File: src/rtl/i2s_receiver_if.sv
// I2S receiver bus: raw serial inputs from the transmitter side and the
// recovered stereo sample outputs.
interface i2s_receiver_if #(
  parameter int N = 16
);
  logic         i_SCLK;
  logic         i_LRCLK;
  logic         i_SDIN;
  logic [N-1:0] o_Left_Sample;
  logic [N-1:0] o_Right_Sample;
  logic         o_Sample_DV;
  logic         o_Locked;
  logic         o_Frame_Err;

  modport slave (
    input  i_SCLK, i_LRCLK, i_SDIN,
    output o_Left_Sample, o_Right_Sample, o_Sample_DV, o_Locked, o_Frame_Err
  );

  modport master (
    output i_SCLK, i_LRCLK, i_SDIN,
    input  o_Left_Sample, o_Right_Sample, o_Sample_DV, o_Locked, o_Frame_Err
  );
endinterface

File: src/rtl/i2s_receiver.sv
// I2S slave receiver: synchronizes SCLK/LRCLK/SDIN into i_Clk, aligns on the
// left word select and publishes left/right sample pairs with a valid pulse.
module i2s_receiver #(
  parameter int NUM_OF_AMPLITUDE_BITS = 16,
  parameter int MIN_SCLK_DIV          = 4
) (
  input  logic           i_Clk,
  input  logic           i_Reset,
  i2s_receiver_if.slave  bus
);
  localparam int N  = NUM_OF_AMPLITUDE_BITS;
  localparam int CW = $clog2(N + 1);

  // Each SCLK half period must span at least one i_Clk cycle to be observed.
  if (MIN_SCLK_DIV < 2) begin : g_div_check
    $error("MIN_SCLK_DIV must be at least 2");
  end

  typedef enum logic [1:0] {
    WAIT_LEFT = 2'd0,
    SKIP      = 2'd1,
    SHIFT     = 2'd2,
    PAD       = 2'd3
  } state_t;

  logic          r_sclk_meta, r_sclk_sync, r_sclk_prev;
  logic          r_lr_meta, r_lr_sync, r_lr_prev;
  logic          r_sdin_meta, r_sdin_sync;
  state_t        r_state;
  logic [CW-1:0] r_bit_cnt;
  logic [N-2:0]  r_shift;
  logic [N-1:0]  r_staging;
  logic          r_left_valid;
  logic          r_chan;
  logic [N-1:0]  r_left_out;
  logic [N-1:0]  r_right_out;
  logic          r_sample_dv;
  logic          r_locked;
  logic          r_frame_err;

  logic          w_sclk_rise;
  logic          w_lr_change;
  logic          w_last_bit;
  logic [N-1:0]  w_word;

  assign w_sclk_rise = r_sclk_sync & ~r_sclk_prev;
  assign w_lr_change = (r_lr_sync != r_lr_prev);
  assign w_last_bit  = (r_bit_cnt == CW'(N - 1));
  assign w_word      = {r_shift, r_sdin_sync};

  // Two-flop synchronizers plus the SCLK history flop for edge detection.
  always_ff @(posedge i_Clk) begin
    if (i_Reset) begin
      r_sclk_meta <= 1'b0;
      r_sclk_sync <= 1'b0;
      r_sclk_prev <= 1'b0;
      r_lr_meta   <= 1'b0;
      r_lr_sync   <= 1'b0;
      r_sdin_meta <= 1'b0;
      r_sdin_sync <= 1'b0;
    end else begin
      r_sclk_meta <= bus.i_SCLK;
      r_sclk_sync <= r_sclk_meta;
      r_sclk_prev <= r_sclk_sync;
      r_lr_meta   <= bus.i_LRCLK;
      r_lr_sync   <= r_lr_meta;
      r_sdin_meta <= bus.i_SDIN;
      r_sdin_sync <= r_sdin_meta;
    end
  end

  // Framing FSM; the bit seen on an LRCLK-change edge is the old word's LSB and is dropped.
  always_ff @(posedge i_Clk) begin
    if (i_Reset) begin
      r_state      <= WAIT_LEFT;
      r_bit_cnt    <= '0;
      r_shift      <= '0;
      r_staging    <= '0;
      r_left_valid <= 1'b0;
      r_chan       <= 1'b0;
      r_lr_prev    <= 1'b0;
      r_left_out   <= '0;
      r_right_out  <= '0;
      r_sample_dv  <= 1'b0;
      r_locked     <= 1'b0;
      r_frame_err  <= 1'b0;
    end else begin
      r_sample_dv <= 1'b0;
      r_frame_err <= 1'b0;
      if (w_sclk_rise) begin
        r_lr_prev <= r_lr_sync;
        case (r_state)
          WAIT_LEFT: begin
            if (w_lr_change && !r_lr_sync) begin
              r_state   <= SKIP;
              r_chan    <= 1'b0;
              r_bit_cnt <= '0;
            end else begin
              r_state <= WAIT_LEFT;
            end
          end
          SKIP, SHIFT: begin
            if (w_lr_change) begin
              // Short slot: drop everything partial, keep published samples.
              r_frame_err  <= 1'b1;
              r_locked     <= 1'b0;
              r_left_valid <= 1'b0;
              r_staging    <= '0;
              r_shift      <= '0;
              r_bit_cnt    <= '0;
              r_chan       <= r_lr_sync;
              r_state      <= r_lr_sync ? WAIT_LEFT : SKIP;
            end else begin
              r_shift <= w_word[N-2:0];
              if (w_last_bit) begin
                r_state   <= PAD;
                r_bit_cnt <= CW'(N);
                if (!r_chan) begin
                  r_staging    <= w_word;
                  r_left_valid <= 1'b1;
                end else if (r_left_valid) begin
                  r_left_out   <= r_staging;
                  r_right_out  <= w_word;
                  r_sample_dv  <= 1'b1;
                  r_locked     <= 1'b1;
                  r_left_valid <= 1'b0;
                end else begin
                  r_left_valid <= 1'b0;
                end
              end else begin
                r_state   <= SHIFT;
                r_bit_cnt <= r_bit_cnt + CW'(1);
              end
            end
          end
          PAD: begin
            if (w_lr_change) begin
              r_chan    <= r_lr_sync;
              r_bit_cnt <= '0;
              r_shift   <= '0;
              r_state   <= SKIP;
            end else begin
              r_state <= PAD;
            end
          end
          default: begin
            r_state <= WAIT_LEFT;
          end
        endcase
      end
    end
  end

  assign bus.o_Left_Sample  = r_left_out;
  assign bus.o_Right_Sample = r_right_out;
  assign bus.o_Sample_DV    = r_sample_dv;
  assign bus.o_Locked       = r_locked;
  assign bus.o_Frame_Err    = r_frame_err;
endmodule

File: src/flat_wrapper.sv
// flat-port wrapper written by rule: the top's interface ports become plain ports
module i2s_receiver_flat 
#(
  parameter int NUM_OF_AMPLITUDE_BITS = 16,
  parameter int MIN_SCLK_DIV          = 4
)
  (i_Clk, i_Reset, bus_i_SCLK, bus_i_LRCLK, bus_i_SDIN, bus_o_Left_Sample, bus_o_Right_Sample, bus_o_Sample_DV, bus_o_Locked, bus_o_Frame_Err);
  i2s_receiver_if #(.N((16))) bus_i ();
  input  logic i_Clk;
  input  logic i_Reset;
  input wire logic [$bits(bus_i.i_SCLK)-1:0] bus_i_SCLK;
  input wire logic [$bits(bus_i.i_LRCLK)-1:0] bus_i_LRCLK;
  input wire logic [$bits(bus_i.i_SDIN)-1:0] bus_i_SDIN;
  output wire logic [$bits(bus_i.o_Left_Sample)-1:0] bus_o_Left_Sample;
  output wire logic [$bits(bus_i.o_Right_Sample)-1:0] bus_o_Right_Sample;
  output wire logic [$bits(bus_i.o_Sample_DV)-1:0] bus_o_Sample_DV;
  output wire logic [$bits(bus_i.o_Locked)-1:0] bus_o_Locked;
  output wire logic [$bits(bus_i.o_Frame_Err)-1:0] bus_o_Frame_Err;
  assign bus_i.i_SCLK = bus_i_SCLK;
  assign bus_i.i_LRCLK = bus_i_LRCLK;
  assign bus_i.i_SDIN = bus_i_SDIN;
  assign bus_o_Left_Sample = bus_i.o_Left_Sample;
  assign bus_o_Right_Sample = bus_i.o_Right_Sample;
  assign bus_o_Sample_DV = bus_i.o_Sample_DV;
  assign bus_o_Locked = bus_i.o_Locked;
  assign bus_o_Frame_Err = bus_i.o_Frame_Err;
  i2s_receiver #(.NUM_OF_AMPLITUDE_BITS(NUM_OF_AMPLITUDE_BITS), .MIN_SCLK_DIV(MIN_SCLK_DIV)) u_core (.i_Clk(i_Clk), .i_Reset(i_Reset), .bus(bus_i));
endmodule
File: config.mk
export PLATFORM = sky130hd
export DESIGN_NAME = i2s_receiver_flat
export DESIGN_NICKNAME = d
export VERILOG_FILES = /design/src/rtl/i2s_receiver_if.sv /design/src/rtl/i2s_receiver.sv /design/src/flat_wrapper.sv
export SDC_FILE = /design/constraint.sdc
export NUM_CORES = 1
export LEC_CHECK = 0
export ABC_AREA = 0
export BUFFER_PORTS_ARGS = -buffer_cell sky130_fd_sc_hd__buf_4
export CAP_MARGIN = 20
export CORE_ASPECT_RATIO = 2
export CORE_UTILIZATION = 35
export DETAILED_ROUTE_END_ITERATION = 10
export PLACE_DENSITY_LB_ADDON = 0.08
export SLEW_MARGIN = 15
export SYNTH_ARGS = -nofsm -noshare
export SYNTH_HDL_FRONTEND = slang
export SYNTH_SLANG_ARGS = --single-unit
File: constraint.sdc
create_clock -name i_Clk -period 1.9 [get_ports i_Clk]
set_input_delay 0.285 -clock i_Clk [delete_from_list [all_inputs] [get_ports i_Clk]]
set_output_delay 0.285 -clock i_Clk [all_outputs]
set_load 0.02 [all_outputs]
==> summary.md <==
| Metric | Value |
|---|---|
| Status | `finished clean` |
| 1st-pass router iterations | `4` |
| Clock power share | `52.3%` |
| Peak supply drop | `0.5313 mV` |
| Final Hold Fails | `0` |
| Htree depth | `3` |
| Post-Syn Area | `0.003037 mm2` |
| CP max FO | `16` |
| Primary FF master, synth | `dfxtp_1` |
| CP Capture Point | `u_core.bus.o_Left_Sample[15]$_SDFFE_PP0P_` |
| Clock tree from TritonCTS | `built` |
| Relative slew slack | `67.42%` |
| CTS Buf Count | `9` |
| Final estimated routing congestion in global placement | `0.8009` |
| Post-DR wirelength/cell | `14.28 um` |
| Reg2reg end | `u_core.bus.o_Left_Sample[15]$_SDFFE_PP0P_` |
| Slowest Stage Delay on Critical Path | `360 ps` |
| Reg-to-reg startpoint | `u_core.r_bit_cnt[1]$_SDFFE_PP0P_` |
| Tcrit/Tclk final | `95.12%` |
| CTS Hold Bufs | `0` |
| Post-synth EDFFs | `0` |
| CTS sink cnt | `83` |
| Final min period | `1807 ps` |
| Wirelength, routed | `7028 um` |
| Sequential cell area fraction in the yosys report | `54.72%` |
| Largest net degree at the start of global routing | `52` |
| Avg Inst Size Synth | `8.828 um2` |
| CP Data Required Time | `2170 ps` |
| Synth top cells by count | `83 x dfxtp_1, 72 x nand2_1, 41 x a21oi_1` |
| Pwr per Cell Area | `966.4 mW/mm2` |
| Routing usage on met2 | `27.01%` |
| Vias in the first global route | `2363` |
| Worst Reg-to-Reg Cells | `10` |
| Synthesized Nets | `355` |
| Synthesis-to-finish area growth | `31.07%` |
| Hpwl dp | `4410 um` |
| Worst hold path class | `primary input to flip-flop` |
| Worst skew pair latency | `330 ps` |
| Met3 GRT Util | `3.510%` |
| Maxcap violations | `0` |
| Area leader, netlist | `dfxtp_1` |
| CP endpoint kind | `flip-flop` |
| Port-buffer cells | `39` |
| Logic pwr share | `2.2%` |
| DIE AREA | `0.009076 mm2` |
| Core area | `0.008351 mm2` |
| Vias | `2508` |
| Synth cell types | `31` |
| Critical Path, Cell by Cell | `ha_4 -> and3_4 -> ha_2 -> nand2_2 -> buf_4 -> nor3_4 -> buf_6 -> clkbuf_16 -> nand2_1 -> a21oi_1` |
| Multi-input logic area | `0.001297 mm2` |
| Row count | `47` |
| Share of synthesized flip-flops with an asynchronous set or reset | `0%` |
| Fmax | `553.3 MHz` |
| Synth warnings | `0` |
| Die Wd | `67.87 um` |
| Slew @ Worst Pin | `485.8 ps` |
| Most frequent cell after synthesis | `dfxtp_1` |
| Grt ovf | `0` |
| Worst setup SP type | `flip-flop` |
| Reg2Reg Setup Slack | `90 ps` |
| Die height | `133.7 um` |
| Flops & latches, synth | `83` |
| Crit path kind | `flip-flop to flip-flop` |
| Setup violators final | `0` |
| Sequential share of power | `45.5%` |
| Flip-flop and latch area | `0.001664 mm2` |
| Initial antenna violation count | `0` |
| Fillers | `815` |
| Design Area, Final | `0.003980 mm2` |
| Cell Area, Placed | `0.003477 mm2` |
| Tot GR Track Use | `16.43%` |
| Crit path DAT | `2070 ps` |
| Crit path from | `u_core.r_bit_cnt[1]$_SDFFE_PP0P_` |
| Sw power | `746.8 uW` |
| # diodes | `0` |
| Post-route DRC | `0` |
| GR peak layer | `met2` |
| Slew Limit Fails | `0` |
| Root buf cell | `clkbuf_16` |
| Slowest cell on the critical path | `dfxtp_2` |
| Sw frac | `19.42%` |
| Post-DRT Antenna Nets | `0` |
| Global-route wire length before repair | `11240 um` |
| Fraction of layout cells with a size suffix above 1 | `22.08%` |
| Drt via density | `5.098` |
| Clock tree buffer depth | `2` |
| Post-synth top area share | `54.72%` |
| Synth area leaders | `dfxtp_1 55%, nand2_1 8.9%, a22oi_1 7.7%` |
| Met1 Use GR | `19.20%` |
| Setup TNS | `0 ps` |
| Gate Count Post-Synth | `344` |
| Clock Skew | `4.109 ps` |
| Cell Int Power | `3.099 mW` |
| Initial Util | `36.36%` |
| Clock slew at reported path FFs | `60 ps` |
| IO Count | `40` |
| LEAKAGE | `1.467 nW` |
| Nets | `400` |
| Starting DRT DRC Count | `148` |
power by group through the flow:
stage / sequential [mW] / combinational, mW / clock, mW
after floorplan: 1.79 / 0.0521 / 0
after global routing: 1.75 / 0.0917 / 2.14
final: 1.75 / 0.0836 / 2.01
after detailed placement: 1.79 / 0.0783 / 0
after global placement: 1.79 / 0.0780 / 0
after CTS: 1.75 / 0.0786 / 2.06
cell usage in the layout (no fill, tap or decap), drive strengths merged, types with 2 or more instances in the layout:
master / count
nand2: 72
nor3: 7
nor2b: 11
dfxtp: 83
nand3: 2
a21oi: 41
or3: 3
nand3b: 2
bufinv: 3
buf: 54
clkbuf: 12
inv: 6
nor2: 40
ha: 6
nand2b: 2
a21o: 2
a2111oi: 2
a22oi: 31
clkinv: 3
o21ai: 4
how the worst min path moves through the flow:
stage                             startpoint                            end  cells after the start
6_report                          bus_i_SDIN  u_core.r_sdin_meta$_SDFF_PP0_                      2
3_5_place_dp     u_core.r_lr_meta$_SDFF_PP0_    u_core.r_lr_sync$_SDFF_PP0_                      1
5_1_grt                           bus_i_SDIN  u_core.r_sdin_meta$_SDFF_PP0_                      2
2_1_floorplan                    bus_i_LRCLK    u_core.r_lr_meta$_SDFF_PP0_                      1
4_1_cts                           bus_i_SDIN  u_core.r_sdin_meta$_SDFF_PP0_                      2
3_3_place_gp   u_core.r_sclk_meta$_SDFF_PP0_  u_core.r_sclk_sync$_SDFF_PP0_                      1
repair_timing:
action / in CTS / in global routing
buffers inserted: 2 / 1
gates resized for setup: 2 / 13
pin swaps: 1 / 1
setup endpoints to repair: 22 / 42
cloned: 0 / 2
cell type report:
cell class | instances | area share (%)
clock buffers | 10 | 6.004
clock inverters | 6 | 2.829
inverters | 6 | 0.5659
multi-input cells | 233 | 32.60
flip-flops and latches | 83 | 41.81
well taps | 98 | 3.081
repair buffers | 56 | 13.11
state kept, by name (all words and copies together) (netlist names), 2 cells and up:
name	count
u_core.bus.o_Left_Sample	16
u_core.bus.o_Right_Sample	16
u_core.r_shift	15
u_core.r_state	2
u_core.r_staging	16
u_core.r_bit_cnt	5
cells by family after synthesis:
family	after synthesis	share of synthesized area, %
AO/OA/AOI/OAI	84	17.22
buffers and inverters	28	4.738
AND/OR/NAND/NOR	143	20.85
flip-flops	83	54.72
adder cells (fa/ha/maj)	6	2.472
per-stage QoR:
stage | total power [mW] | hold slack, ps | util, % | cells | setup WS [ps]
global placement | 1.869 | 418.4 | 41.64 | 471 | -55.17
CTS | 3.894 | 151.7 | 46.25 | 489 | 10.40
finish | 3.846 | 159.1 | 47.66 | 492 | 92.71
global route | 3.980 | 161.6 | 47.66 | 492 | -20.98
detailed placement | 1.869 | 427.9 | 41.64 | 471 | -119.2
floorplan | 1.842 | 413.2 | - | 344 | 113.5
per-layer routing:
layer	share of wire [%]	vias to the layer above
li1	-	1256
met1	44	1201
met2	51	39
met3	2.6	12
met4	2.6	0
met5	0	-
worst max-delay path: cells and delay by family, from the launching register on:
family | cells | cell delay [ps]
fa+ha+maj | 2 | 310
simple gates | 4 | 490
compound gates | 1 | 110
flops | 1 | 360
buf+inv | 3 | 460
Note: power is estimated with default switching activity, not from simulation.
